## config.mk

```make
export PLATFORM = sky130hd
export DESIGN_NAME = pwm_phase_bank_flat
export DESIGN_NICKNAME = d
export VERILOG_FILES = /design/src/rtl/pwm_phase_bank_if.sv /design/src/rtl/pwm_phase_bank.sv /design/src/flat_wrapper.sv
export SDC_FILE = /design/constraint.sdc
export NUM_CORES = 1
export LEC_CHECK = 0
export ABC_AREA = 1
export BUFFER_PORTS_ARGS = -buffer_cell sky130_fd_sc_hd__buf_2
export CAP_MARGIN = 10
export CORE_AREA = 5 5 163 165
export DETAILED_ROUTE_END_ITERATION = 10
export DIE_AREA = 0 0 168 170
export PLACE_DENSITY = 0.6
export SETUP_SLACK_MARGIN = 0.4
export SLEW_MARGIN = 20
export SYNTH_ARGS = -nofsm -noshare
export SYNTH_HDL_FRONTEND = slang
export SYNTH_SLANG_ARGS = --single-unit
```

## constraint.sdc

```tcl
create_clock -name clk -period 7.45 [get_ports clk]
set_input_delay 0 -clock clk [delete_from_list [all_inputs] [get_ports clk]]
set_output_delay 0 -clock clk [all_outputs]
set_load 0.02 [all_outputs]
```

## src/rtl/pwm_phase_bank_if.sv

```systemverilog
// Configuration, strobe and PWM output bundle for pwm_phase_bank.
interface pwm_phase_bank_if #(
   parameter int unsigned NCH = 4,
   parameter int unsigned CW  = 7,
   parameter int unsigned PW  = 8
);
   logic                en;
   logic [PW-1:0]       prescale;
   logic [CW-1:0]       period;
   logic [NCH*CW-1:0]   duty_flat;
   logic [NCH*CW-1:0]   phase_flat;
   logic                load;
   logic                busy;
   logic                load_ack;
   logic                tick;
   logic [CW-1:0]       cnt;
   logic [NCH-1:0]      pwm;
   logic [NCH-1:0]      set_pulse;
   logic [NCH-1:0]      reset_pulse;

   // Controller side: drives config and strobes, observes status and PWM.
   modport master (
      output en, prescale, period, duty_flat, phase_flat, load,
      input  busy, load_ack, tick, cnt, pwm, set_pulse, reset_pulse
   );

   // Generator side.
   modport slave (
      input  en, prescale, period, duty_flat, phase_flat, load,
      output busy, load_ack, tick, cnt, pwm, set_pulse, reset_pulse
   );
endinterface

```

## src/rtl/pwm_phase_bank.sv

```systemverilog
// Multi-channel phase-offset PWM bank with double-buffered configuration.
// Config captured by load is applied only at a frame-wrap tick.
module pwm_phase_bank #(
   parameter int unsigned NCH = 4,
   parameter int unsigned CW  = 7,
   parameter int unsigned PW  = 8
) (
   input  logic             clk,
   input  logic             reset_n,
   pwm_phase_bank_if.slave  bus
);
   localparam int unsigned RW = CW + 1;
   localparam int unsigned FW = NCH * CW;

   logic [PW-1:0]  pc;
   logic [CW-1:0]  cnt;
   logic           busy;
   logic [PW-1:0]  pend_prescale, act_prescale;
   logic [CW-1:0]  pend_period,   act_period;
   logic [FW-1:0]  pend_duty,     act_duty;
   logic [FW-1:0]  pend_phase,    act_phase;
   logic [NCH-1:0] pwm_q, set_q, rst_q;
   logic           tick_q, ack_q;

   logic           tc, adv, boundary, apply;
   logic [NCH-1:0] want;

   // Prescaler terminal count, counter advance, frame boundary and config swap.
   assign tc       = (pc == act_prescale);
   assign adv      = bus.en & tc;
   assign boundary = adv & (cnt == act_period);
   assign apply    = boundary & busy;

   // Per-channel level: position within the frame relative to the phase offset.
   for (genvar g = 0; g < NCH; g++) begin : g_ch
      logic [CW-1:0] ph, du;
      logic [RW-1:0] rel;
      assign ph      = act_phase[g*CW +: CW];
      assign du      = act_duty[g*CW +: CW];
      assign rel     = (cnt >= ph) ? RW'(cnt) - RW'(ph)
                                   : RW'(cnt) + RW'(act_period) + RW'(1) - RW'(ph);
      assign want[g] = (ph <= act_period) && (rel < RW'(du));
   end

   // Prescaler and frame counter; both restart when a new config is applied.
   always_ff @(posedge clk or negedge reset_n) begin
      if (!reset_n) begin
         pc  <= '0;
         cnt <= '0;
      end else if (apply) begin
         pc  <= '0;
         cnt <= '0;
      end else if (bus.en) begin
         pc <= tc ? '0 : pc + PW'(1);
         if (tc) cnt <= (cnt == act_period) ? '0 : cnt + CW'(1);
      end
   end

   // Pending/active config double buffer; a coincident load stays pending.
   always_ff @(posedge clk or negedge reset_n) begin
      if (!reset_n) begin
         busy          <= 1'b0;
         pend_prescale <= '0;
         pend_period   <= '0;
         pend_duty     <= '0;
         pend_phase    <= '0;
         act_prescale  <= '0;
         act_period    <= '0;
         act_duty      <= '0;
         act_phase     <= '0;
      end else begin
         if (apply) begin
            act_prescale <= pend_prescale;
            act_period   <= pend_period;
            act_duty     <= pend_duty;
            act_phase    <= pend_phase;
         end
         if (bus.load) begin
            pend_prescale <= bus.prescale;
            pend_period   <= bus.period;
            pend_duty     <= bus.duty_flat;
            pend_phase    <= bus.phase_flat;
            busy          <= 1'b1;
         end else if (apply) begin
            busy <= 1'b0;
         end
      end
   end

   // Registered levels, edge pulses and status strobes; all frozen/quiet while en is low.
   always_ff @(posedge clk or negedge reset_n) begin
      if (!reset_n) begin
         pwm_q  <= '0;
         set_q  <= '0;
         rst_q  <= '0;
         tick_q <= 1'b0;
         ack_q  <= 1'b0;
      end else begin
         tick_q <= adv;
         ack_q  <= apply;
         if (bus.en) begin
            pwm_q <= want;
            set_q <= want & ~pwm_q;
            rst_q <= ~want & pwm_q;
         end else begin
            set_q <= '0;
            rst_q <= '0;
         end
      end
   end

   assign bus.busy        = busy;
   assign bus.load_ack    = ack_q;
   assign bus.tick        = tick_q;
   assign bus.cnt         = cnt;
   assign bus.pwm         = pwm_q;
   assign bus.set_pulse   = set_q;
   assign bus.reset_pulse = rst_q;
endmodule

```

## src/flat_wrapper.sv

```systemverilog
// flat-port wrapper written by rule: the top's interface ports become plain ports
module pwm_phase_bank_flat 
#(
   parameter int unsigned NCH = 4,
   parameter int unsigned CW  = 7,
   parameter int unsigned PW  = 8
)
  (clk, reset_n, bus_en, bus_prescale, bus_period, bus_duty_flat, bus_phase_flat, bus_load, bus_busy, bus_load_ack, bus_tick, bus_cnt, bus_pwm, bus_set_pulse, bus_reset_pulse);
  pwm_phase_bank_if #(.NCH(NCH), .CW(CW), .PW(PW)) bus_i ();
  input  logic clk;
  input  logic reset_n;
  input wire logic [$bits(bus_i.en)-1:0] bus_en;
  input wire logic [$bits(bus_i.prescale)-1:0] bus_prescale;
  input wire logic [$bits(bus_i.period)-1:0] bus_period;
  input wire logic [$bits(bus_i.duty_flat)-1:0] bus_duty_flat;
  input wire logic [$bits(bus_i.phase_flat)-1:0] bus_phase_flat;
  input wire logic [$bits(bus_i.load)-1:0] bus_load;
  output wire logic [$bits(bus_i.busy)-1:0] bus_busy;
  output wire logic [$bits(bus_i.load_ack)-1:0] bus_load_ack;
  output wire logic [$bits(bus_i.tick)-1:0] bus_tick;
  output wire logic [$bits(bus_i.cnt)-1:0] bus_cnt;
  output wire logic [$bits(bus_i.pwm)-1:0] bus_pwm;
  output wire logic [$bits(bus_i.set_pulse)-1:0] bus_set_pulse;
  output wire logic [$bits(bus_i.reset_pulse)-1:0] bus_reset_pulse;
  assign bus_i.en = bus_en;
  assign bus_i.prescale = bus_prescale;
  assign bus_i.period = bus_period;
  assign bus_i.duty_flat = bus_duty_flat;
  assign bus_i.phase_flat = bus_phase_flat;
  assign bus_i.load = bus_load;
  assign bus_busy = bus_i.busy;
  assign bus_load_ack = bus_i.load_ack;
  assign bus_tick = bus_i.tick;
  assign bus_cnt = bus_i.cnt;
  assign bus_pwm = bus_i.pwm;
  assign bus_set_pulse = bus_i.set_pulse;
  assign bus_reset_pulse = bus_i.reset_pulse;
  pwm_phase_bank #(.NCH(NCH), .CW(CW), .PW(PW)) u_core (.clk(clk), .reset_n(reset_n), .bus(bus_i));
endmodule
```

==> results_dict.tcl, run 1 <==
set metrics [dict create \
    timing_worst_setup_path_type "flip-flop to flip-flop" \
    grt_remaining_overflow 0 \
    clkPwrFrac_pct 26.0 \
    first_global_vias 9309 \
    start_util_pct 44.01 \
    antenna_found_initial 0 \
    dr.first_iter.drc_count 551 \
    place.detailed.hpwl_mm 21.21 \
    power_switching_mw 1.431 \
    clock-skew-final_ns 0.02221 \
    groute.usage.overall_pct 20.22 \
    yosysSeqAreaShare_pct 39.29 \
    port_buffers 96 \
    via_per_inst 4.882 \
    report.final.setup_viol 0 \
    numCtsBuffers 17 \
    gp_routability_congestion 0.9167 \
    clockBufferDepth 2 \
    via_count 9305 \
    detail_route.wirelength_mm 28.06 \
    grt_pass1_wl_mm 46.62 \
    detailedPlace.worstSlack_ns 3.087 \
    numnets_final 1764 \
    layout_setup_ws_ns 3.076 \
    worstReg2RegEnd "u_core.bus.set_pulse[0]$_DFF_PN0_" \
    yosys_register_bits 172 \
    synth_enable_flop_cells 0 \
    drive_gt1_share_pct 9.201 \
    fillerInstances 2365 \
    number_of_nets_still_failing_antenna_checks_after_routing 0 \
    critPathMaxFanout 13 \
    critical_path.reg2reg.startpoint "u_core.bus.cnt[1]$_DFFE_PN0P_" \
    post-route-period-util_pct 58.72 \
    wire_per_inst_um 14.72 \
    launching_element_type_of_the_critical_path "flip-flop" \
    finish.cell_count_without_fillers 1906 \
    timing.critical_path.arrival_ns 4.74 \
    synth_area_um2 10960 \
    synth-warning-count 0 \
    combinationalPowerShare_pct 42.4 \
    drtPass1Iterations 5 \
    peakVddDrop_uv 151.9 \
    ys_dominant_reg_cell "dfrtp_1" \
    hold_viol 0 \
    synthArstFlopShare_pct 100.0 \
    fp.dieArea_um2 28560 \
    unrepaired_setup_endpoints_after_global_routing "no" \
    setup_tns_ns 0 \
    floorplan.core_area_um2 24890 \
    internal-power_mw 2.091 \
    areaGrowthSynthToFinish_pct 18.94 \
    syn-mean-instance-area_um2 7.798 \
    clockRootBuffer "clkbuf_16" \
    clk_pin_slew_ns 0.08 \
    hold-path-endpoint "u_core.pend_phase[22]$_DFFE_PN0P_" \
    top_level_ports 97 \
    antenna-diode-count 0 \
    timing_max_transition_violations_final 0 \
    max_freq_mhz 228.6 \
    p_sw_share_pct 40.63 \
    leakage_nw 6.617 \
    yosysUniqueCellTypes 35 \
    ctsHtreeMaxLevel 4 \
    tritoncts "yes" \
    worst_slew_margin_rel_pct 45.06 \
    drc_errors 0 \
    mostFrequentLayoutCells "nand2_1 (349), inv_1 (236), dfrtp_1 (172)" \
    max_cap_violations 0 \
    chipWidth_um 168 \
    hold_class "input pin to flip-flop" \
    cts.sink_count 172 \
    pwr_density_cell_nw_per_um2 270.2 \
    place.detailed.instances 1801 \
    min_path_cells 3 \
    worstPathRequired_ns 7.81 \
    status "complete, no violations" \
    insertion_delay_ns 0.44 \
    fp.dieH_um 170 \
    ff2ff_path_depth 20 \
    syn_inst 1405 \
    whs_ns 0.04072 \
    cts-resized-gates 0 \
    worst-r2r-setup-slack_ns 3.08 \
    final_period_minus_worst_setup_slack_ns 4.374 \
    layout_commonest_cell "nand2_1" \
    synth.net_count 1606 \
    grt_start_max_net_pins 84 \
    holdCritStartpoint "bus_load" \
    fp-row-count 58 \
    pwr-share-seq_pct 31.7 \
    endpoint_kind "flip-flop" \
    max_slew.worst_pin.slew_ns 0.8241 \
]
==> layer usage <==
layer	wire [um]	global-route usage, %	share of wire (%)	vias up
met5	0	0	0	-
met4	733	6.740	2.6	0
met3	1129	2.648	4.0	43
met2	12510	32.72	45	187
met1	13690	28.26	49	4224
li1	-	-	-	4851
==> Yosys cell counts (2+ instances only) <==
library cell	count	share of area [%]
o211ai_1	5	0.34
or2_2	4	0.23
xnor2_1	18	1.4
dfrtp_1	172	39
clkbuf_1	24	0.82
nor2_1	53	1.8
nand3b_1	4	0.27
mux2i_1	2	0.18
a31oi_1	5	0.29
nor3_1	6	0.27
o21ai_1	69	3.2
nor3b_1	2	0.14
fa_1	9	1.6
nand3_1	67	3.1
nand4_1	14	0.80
a21oi_1	74	3.4
a21o_1	6	0.41
buf_6	8	0.82
inv_1	236	8.1
ha_1	117	13
inv_2	2	0.069
nand2_1	349	12
xor2_1	15	1.2
nor4_1	3	0.17
o21ai_0	130	5.9
o21ai_2	2	0.16
==> cells by family (layout without fill, tap and decap cells) <==
family	Yosys count	count (layout)	synth area share, %
simple gates	507	507	19.22
compound gates	292	292	13.73
buf+inv	273	444	9.936
flops	172	172	39.29
fa+ha+maj	126	126	15.01
xor+xnor	33	33	2.638
mux	2	2	0.1827
==> per-stage QoR <==
stage | power [mW] | cell area (um2) | util [%]
finish | 3.521 | 13030 | 52.35
global route | 3.819 | 13030 | 52.35
CTS | 3.555 | 13030 | 52.35
detailed placement | 2.591 | 11700 | 47.00
global placement | 2.567 | 11700 | 47.00
floorplan | 2.175 | 10960 | -
==> power groups by stage <==
stage / registers, mW / clock network, mW / logic, mW
finish: 1.11 / 0.914 / 1.49
global route: 1.13 / 0.976 / 1.72
CTS: 1.12 / 0.942 / 1.50
detailed placement: 1.13 / 0 / 1.46
global placement: 1.13 / 0 / 1.44
floorplan: 1.14 / 0 / 1.04
==> worst max-delay path, stage by stage (launching register included) <==
cell and delay [ns]:
dfrtp_1 0.78, inv_1 0.21, fa_1 0.52, nor2_1 0.12
o21ai_0 0.11, nand2_1 0.08, nand2_1 0.06, nand2_1 0.06
a21oi_1 0.07, xnor2_1 0.56, ha_1 0.40, a21oi_1 0.15
o21ai_0 0.10, o21ai_0 0.09, inv_1 0.07, ha_1 0.29
a21oi_1 0.14, nand2_1 0.07, a21oi_1 0.21, nand3_1 0.12
nor2_1 0.10
==> registers in the layout, summed over array words and instances, names as in the netlist <==
| name | cells |
|---|---|
| u_core.act_duty | 28 |
| u_core.act_phase | 28 |
| u_core.pend_duty | 28 |
| u_core.pend_phase | 28 |
| u_core.act_prescale | 8 |
| u_core.pc | 8 |
| u_core.pend_prescale | 8 |
| u_core.act_period | 7 |
| u_core.bus.cnt | 7 |
| u_core.pend_period | 7 |
| u_core.bus.pwm | 4 |
| u_core.bus.reset_pulse | 4 |
| u_core.bus.set_pulse | 4 |
| u_core.bus.busy | 1 |
| u_core.bus.load_ack | 1 |
| u_core.bus.tick | 1 |
==> how the worst max path moves through the flow <==
stage / from / endpoint
global route: u_core.bus.cnt[1]$_DFFE_PN0P_ / u_core.bus.reset_pulse[1]$_DFF_PN0_
global placement: u_core.bus.cnt[1]$_DFFE_PN0P_ / u_core.bus.reset_pulse[1]$_DFF_PN0_
finish: u_core.bus.cnt[1]$_DFFE_PN0P_ / u_core.bus.set_pulse[0]$_DFF_PN0_
detailed placement: u_core.bus.cnt[1]$_DFFE_PN0P_ / u_core.bus.reset_pulse[1]$_DFF_PN0_
floorplan: u_core.bus.cnt[1]$_DFFE_PN0P_ / u_core.bus.reset_pulse[1]$_DFF_PN0_
CTS: u_core.bus.cnt[1]$_DFFE_PN0P_ / u_core.bus.reset_pulse[1]$_DFF_PN0_
==> cell type report <==
cell class | instances | area [um2] | area share, %
flip-flops and latches | 172 | 4304 | 33.03
multi-input cells | 960 | 5563 | 42.69
well taps | 330 | 412.9 | 3.169
repair buffers | 173 | 1250 | 9.593
inverters | 239 | 899.6 | 6.904
clock buffers | 17 | 425.4 | 3.265
clock inverters | 15 | 175.2 | 1.344
==> timing repair <==
item                                    CTS  global route
hold buffers                             73             0
setup buffers                             0             0
hold endpoints to repair                146             0
endpoints found under the setup margin    0             0
Note: power is estimated with default switching activity, not from simulation.
==> run 2, diff against run 1 <==
PLACE_DENSITY = 0.62   (was 0.6)
clock period = 4 ns   (was 7.45 ns; I/O delays follow)
==> run 2 against run 1 <==
Net effect: sequential share of layout area is 1.2 points lower; via count increased by 3.1%; clock power up 90%; largest cell class unchanged.
==> results_dict.tcl, run 2 (synthesis gave the netlist of run 1 again) <==
set metrics [dict create \
    launching_element_type_of_the_critical_path "flip-flop" \
    clockBufferDepth 2 \
    final_period_minus_worst_setup_slack_ns 3.497 \
    max_freq_mhz 285.9 \
    detail_route.wirelength_mm 28.40 \
    first_global_vias 9076 \
    via_per_inst 4.966 \
    cts.sink_count 172 \
    layout_commonest_cell "nand2_1" \
    tritoncts "yes" \
    unrepaired_setup_endpoints_after_global_routing "yes" \
    insertion_delay_ns 0.44 \
    worst_slew_margin_rel_pct 45.30 \
    fp.dieArea_um2 28560 \
    drive_gt1_share_pct 13.68 \
    gp_routability_congestion 0.9163 \
    place.detailed.hpwl_mm 20.39 \
    clockRootBuffer "clkbuf_16" \
    report.final.setup_viol 0 \
    clock-skew-final_ns 0.01532 \
    mostFrequentLayoutCells "nand2_1 (346), inv_1 (230), dfrtp_1 (171)" \
    top_level_ports 97 \
    drc_errors 0 \
    worstPathRequired_ns 4.32 \
    max_slew.worst_pin.slew_ns 0.8205 \
    wire_per_inst_um 14.71 \
    floorplan.core_area_um2 24890 \
    hold_viol 0 \
    number_of_nets_still_failing_antenna_checks_after_routing 0 \
    drtPass1Iterations 5 \
    finish.cell_count_without_fillers 1931 \
    timing_max_transition_violations_final 0 \
    hold_class "input pin to asynchronous set/reset pin" \
    groute.usage.overall_pct 19.96 \
    dr.first_iter.drc_count 572 \
    peakVddDrop_uv 302.2 \
    status "complete, no violations" \
    grt_pass1_wl_mm 46.18 \
    grt_remaining_overflow 0 \
    areaGrowthSynthToFinish_pct 23.60 \
    timing.critical_path.arrival_ns 3.82 \
    max_cap_violations 0 \
    port_buffers 96 \
    ctsHtreeMaxLevel 4 \
    leakage_nw 6.779 \
    place.detailed.instances 1818 \
    start_util_pct 44.01 \
    post-route-period-util_pct 87.44 \
    pwr_density_cell_nw_per_um2 525.2 \
    fp.dieH_um 170 \
    endpoint_kind "flip-flop" \
    clk_pin_slew_ns 0.07 \
    antenna-diode-count 0 \
    fp-row-count 58 \
    antenna_found_initial 0 \
    grt_start_max_net_pins 105 \
    report.power.total_mw 7.111 \
    critPathMaxFanout 4 \
    numnets_final 1790 \
    via_count 9589 \
    timing_worst_setup_path_type "flip-flop to flip-flop" \
    chipWidth_um 168 \
    setup_tns_ns 0 \
    numCtsBuffers 17 \
]
## run 2: cell count changes in the layout (fill, tap and decap cells not counted), sizes merged
| cell | delta |
|---|---|
| buf | +26 |
| bufinv | +1 |
| clkinv | -1 |
| inv | -5 |
| clkbuf | +4 |
## run 2: layout make-up
cell class / instances / area (um2)
sequential: 172 / 4305
tap: 330 / 412.9
timing repair buffer: 199 / 1474
clock inverter: 10 / 131.4
inverter: 239 / 904.6
multi-input combinational: 960 / 5842
clock buffer: 21 / 470.5
fill: 2302 / 11350
## run 2: worst paths after layout
path | startpoint | to | slack, ns | depth (start not counted)
setup / recovery | u_core.act_period[0]$_DFFE_PN0P_ | u_core.bus.reset_pulse[2]$_DFF_PN0_ | 0.50 | 19
hold / removal | reset_n | u_core.pend_duty[10]$_DFFE_PN0P_ | 0.14 | 2
setup reg to reg | u_core.act_period[0]$_DFFE_PN0P_ | u_core.bus.reset_pulse[2]$_DFF_PN0_ | 0.50 | 19
hold reg to reg | u_core.bus.pwm[0]$_DFFE_PN0P_ | u_core.bus.set_pulse[0]$_DFF_PN0_ | 0.44 | 1
max in group asynchronous | reset_n | u_core.bus.cnt[1]$_DFFE_PN0P_ | 2.81 | 3
min in group clk | bus_load | u_core.pend_phase[22]$_DFFE_PN0P_ | 0.15 | 3
## run 2: metrics by stage
step           utilization (%)  worst slack [ns]  hold slack, ns  area (um2)
3_3_place_gp             47.62            0.3333         0.05359       11850
4_1_cts                  53.15            0.4233          0.1673       13230
6_report                 54.40            0.5025          0.1388       13540
2_1_floorplan                -            0.4459         -0.2956       10960
3_5_place_dp             47.62            0.2321         0.06695       11850
5_1_grt                  54.40            0.3114          0.2010       13540
## run 2: metal layers
metal	up-vias	global-route usage, %	wire length (um)
met1	4408	28.84	13980
met2	219	31.43	12570
met5	-	0	0
met3	49	2.695	1163
met4	0	6.034	683
li1	4913	-	-
## run 2: where the power goes
part	internal [mW]	leakage [nW]	switching, mW
Clock	0.981	0.292	0.755
Combinational	1.42	4.25	1.92
Sequential	1.91	2.24	0.118
Total	4.31	6.78	2.80
## run 2: worst max-delay path, cell delays in order, from the launching register on
cell and delay [ns]:
dfrtp_1 0.35, inv_1 0.08, ha_4 0.17, fa_2 0.41, xnor2_2 0.25, buf_6 0.17
ha_4 0.22, a21oi_2 0.15, nand2_2 0.08, a31oi_1 0.22, xor2_1 0.18, a21oi_1 0.09
ha_1 0.32, a21o_1 0.17, a21oi_2 0.11, nand2_1 0.08, a21oi_2 0.16, nand2_1 0.07
nand2_1 0.05, nor2_1 0.05
## run 2: repair_timing
action                                 CTS  global route
hold buffers                            73             0
pin swaps                                0            29
buffers inserted                         1             8
cloned                                   0             0
gates resized for setup                 13            57
endpoints found under the hold margin  144             0
setup endpoints to repair               12            12
==> run 3, diff against run 2 <==
ABC_AREA = default   (was 1)
CORE_AREA = 5 5 162 164   (was 5 5 163 165)
DIE_AREA = 0 0 167 169   (was 0 0 168 170)
==> run 3 against run 2 <==
Net effect: combinational power up 23%; hold slack better by 0.077 ns; critical path type unchanged; power up 8.4%; area after synthesis down 1.3%; highest routed layer unchanged.
==> results_dict.tcl, run 3 <==
set metrics [dict create \
    layout_setup_ws_ns 0.02416 \
    wire_per_inst_um 17.30 \
    final_period_minus_worst_setup_slack_ns 3.976 \
    clockRootBuffer "clkbuf_16" \
    synth_enable_flop_cells 0 \
    ctsHtreeMaxLevel 4 \
    endpoint_kind "flip-flop" \
    synthArstFlopShare_pct 100.0 \
    cpMaxStageDelayCell "fa_2" \
    max_slew.worst_pin.slew_ns 1.008 \
    timing.critical_path.arrival_ns 4.30 \
    fp.dieArea_um2 28220 \
    hold_viol 0 \
    cts.sink_count 172 \
    launching_element_type_of_the_critical_path "flip-flop" \
    floorplan.core_area_um2 24750 \
    p_sw_share_pct 39.95 \
    peakVddDrop_uv 238.8 \
    synth.area.top_cells "dfrtp_1 (40%), ha_1 (14%), mux2_2 (7.8%), mux2_1 (7.2%), inv_1 (3.1%)" \
    numCtsBuffers 17 \
    ys_dominant_reg_cell "dfrtp_1" \
    drc_errors 0 \
    start_util_pct 43.69 \
    timing_max_transition_violations_final 0 \
    worstPathRequired_ns 4.32 \
    fp-row-count 58 \
    synth_area_um2 10810 \
    yosysSeqAreaShare_pct 39.81 \
    layout_commonest_cell "dfrtp_1" \
    first_global_vias 8401 \
    clockBufferDepth 2 \
    worst_slew_margin_rel_pct 32.78 \
    peak_per_stage_delay_on_the_critical_path_ns 0.41 \
    syn-mean-instance-area_um2 10.90 \
    antenna-diode-count 0 \
    yosysUniqueCellTypes 60 \
    areaGrowthSynthToFinish_pct 28.76 \
    dr.first_iter.drc_count 518 \
    post-route-period-util_pct 99.40 \
    yosysMostFrequentCell "dfrtp_1" \
    critical-path-top-delay-family "simple AND/OR/NAND/NOR gates" \
    place.detailed.hpwl_mm 19.96 \
    pwr_density_cell_nw_per_um2 553.5 \
    crit_chain "inv_4 -> ha_4 -> fa_2 -> nor2b_2 -> o21ai_2 -> and3_4 -> nor2_4 -> ha_4 -> a21boi_1 -> o21a_1 -> or3_1 -> o211ai_1 -> ha_1 -> and3_1 -> and3_1 -> o21ai_1 -> and4b_1 -> inv_2 -> o311a_1" \
    unrepaired_setup_endpoints_after_global_routing "yes" \
    final_design_area_no_fill_um2 13920 \
    grt_remaining_overflow 0 \
    via_count 8294 \
    dpl_cell_area_um2 12080 \
    yosys_register_bits 172 \
    drtPass1Iterations 5 \
    critPathMaxFanout 4 \
    clk_pin_slew_ns 0.07 \
    syn_inst 992 \
    synth.net_count 1193 \
    combinationalPowerShare_pct 53.2 \
    internal-power_mw 4.627 \
    tritoncts "yes" \
    max_freq_mhz 251.5 \
    detailedPlace.worstSlack_ns -0.05331 \
    commonest_cells_post_synth "dfrtp_1 (172), ha_1 (117), inv_1 (88)" \
    clkPwrFrac_pct 21.2 \
    drive_gt1_share_pct 28.13 \
    mostFrequentLayoutCells "dfrtp_1 (170), ha_1 (102), buf_2 (94)" \
    power_switching_mw 3.079 \
    port_buffers 96 \
    timing_worst_setup_path_type "flip-flop to flip-flop" \
    insertion_delay_ns 0.44 \
    via_per_inst 5.293 \
    chipWidth_um 167 \
    pwr-share-seq_pct 25.6 \
    grt_pass1_wl_mm 43.86 \
    hold_class "input pin to asynchronous set/reset pin" \
    grt_start_max_net_pins 105 \
    antenna_found_initial 0 \
    numnets_final 1425 \
    clock-skew-final_ns 0.01716 \
    groute.usage.overall_pct 19.29 \
    top_level_ports 97 \
    post-synth-top-area-cell "dfrtp_1" \
    synth_largest_type_area_fraction_pct 39.81 \
    status "complete, no violations" \
    synth-warning-count 0 \
    leakage_nw 6.423 \
    fp.dieH_um 169 \
    number_of_nets_still_failing_antenna_checks_after_routing 0 \
    path_buf_inv 2 \
    max_cap_violations 0 \
    gp_routability_congestion 0.9372 \
    detail_route.wirelength_mm 27.12 \
    report.final.setup_viol 0 \
]
## run 3: changes by cell type in the layout (fill, tap and decap cells not counted), moves of 66 or more
cell	delta
mux2_2	+74
o21ai_1	-66
mux2_1	+69
inv_1	-147
o21ai_0	-83
nand2_1	-300
## run 3: through the flow
stage / utilization, % / power, mW / hold WS, ns / TNS (ns) / cells
final: 56.25 / 7.705 / 0.2161 / 0 / 1567
after global routing: 56.25 / 8.279 / 0.3156 / -0.4207 / 1567
after CTS: 54.67 / 7.403 / 0.3004 / 0 / 1561
after detailed placement: 48.80 / 5.537 / 0.2031 / -0.08398 / 1446
after global placement: 48.80 / 5.508 / 0.1996 / 0 / 1446
after floorplan: - / 4.372 / -0.2956 / 0 / 992
## run 3: logic make-up (layout without fill, tap and decap cells)
family / after synthesis / after routing / share of synthesized area (%)
mux: 148 / 148 / 15.37
flops: 172 / 172 / 39.81
fa+ha+maj: 126 / 126 / 15.21
xor+xnor: 48 / 48 / 3.888
buf+inv: 111 / 356 / 4.340
compound gates: 209 / 209 / 12.51
simple gates: 178 / 178 / 8.876
## run 3: timing repair
item	in CTS	in global routing
resized for setup	16	75
endpoints found under the hold margin	182	0
setup endpoints to repair	12	12
gates cloned	0	0
buffers inserted	10	6
hold buffers	73	0
pin swaps	17	21
## run 3: final cells by class
class,count,area [um2]
sequential,172,4307
clock inverter,15,158.9
inverter,89,336.6
clock buffer,17,425.4
timing repair buffer,235,1747
tap,330,412.9
fill,2133,10830
multi-input combinational,709,6534
## run 3: path summary, 6_finish.rpt
path	from	end	slack, ns	cells after the start
min	reset_n	u_core.pend_phase[14]$_DFFE_PN0P_	0.22	2
min in group clk	bus_load	u_core.bus.busy$_DFFE_PN0P_	0.30	2
max reg2reg	u_core.bus.cnt[0]$_DFFE_PN0P_	u_core.bus.reset_pulse[1]$_DFF_PN0_	0.02	19
max	u_core.bus.cnt[0]$_DFFE_PN0P_	u_core.bus.reset_pulse[1]$_DFF_PN0_	0.02	19
min reg2reg	u_core.pend_prescale[2]$_DFFE_PN0P_	u_core.act_prescale[2]$_DFFE_PN0P_	0.48	1
max in group asynchronous	reset_n	u_core.act_phase[26]$_DFFE_PN0P_	2.91	3
## run 3: worst register-to-register path: stages (launching register included)
cell and delay, ns:
dfrtp_2 0.39, inv_4 0.04, ha_4 0.16, fa_2 0.41
nor2b_2 0.14, o21ai_2 0.09, and3_4 0.17, nor2_4 0.18
ha_4 0.26, a21boi_1 0.13, o21a_1 0.20, or3_1 0.30
o211ai_1 0.12, ha_1 0.28, and3_1 0.16, and3_1 0.16
o21ai_1 0.07, and4b_1 0.26, inv_2 0.06, o311a_1 0.29
## run 3: power by group through the flow
| stage | Clock (mW) | Sequential, mW | Combinational (mW) |
|---|---|---|---|
| floorplan | 0 | 2.09 | 2.29 |
| global placement | 0 | 2.00 | 3.51 |
| detailed placement | 0 | 2.00 | 3.53 |
| CTS | 1.67 | 1.97 | 3.76 |
| global route | 1.74 | 1.99 | 4.55 |
| finish | 1.63 | 1.97 | 4.10 |
## run 3: metal layers
metal  global-route usage (%)  wire [um]  vias up
li1                         -          -     4063
met1                    26.44      12750     4046
met2                    31.74      12800      156
met3                    3.456       1090       29
met4                    5.158        470        0
met5                        0          0        -
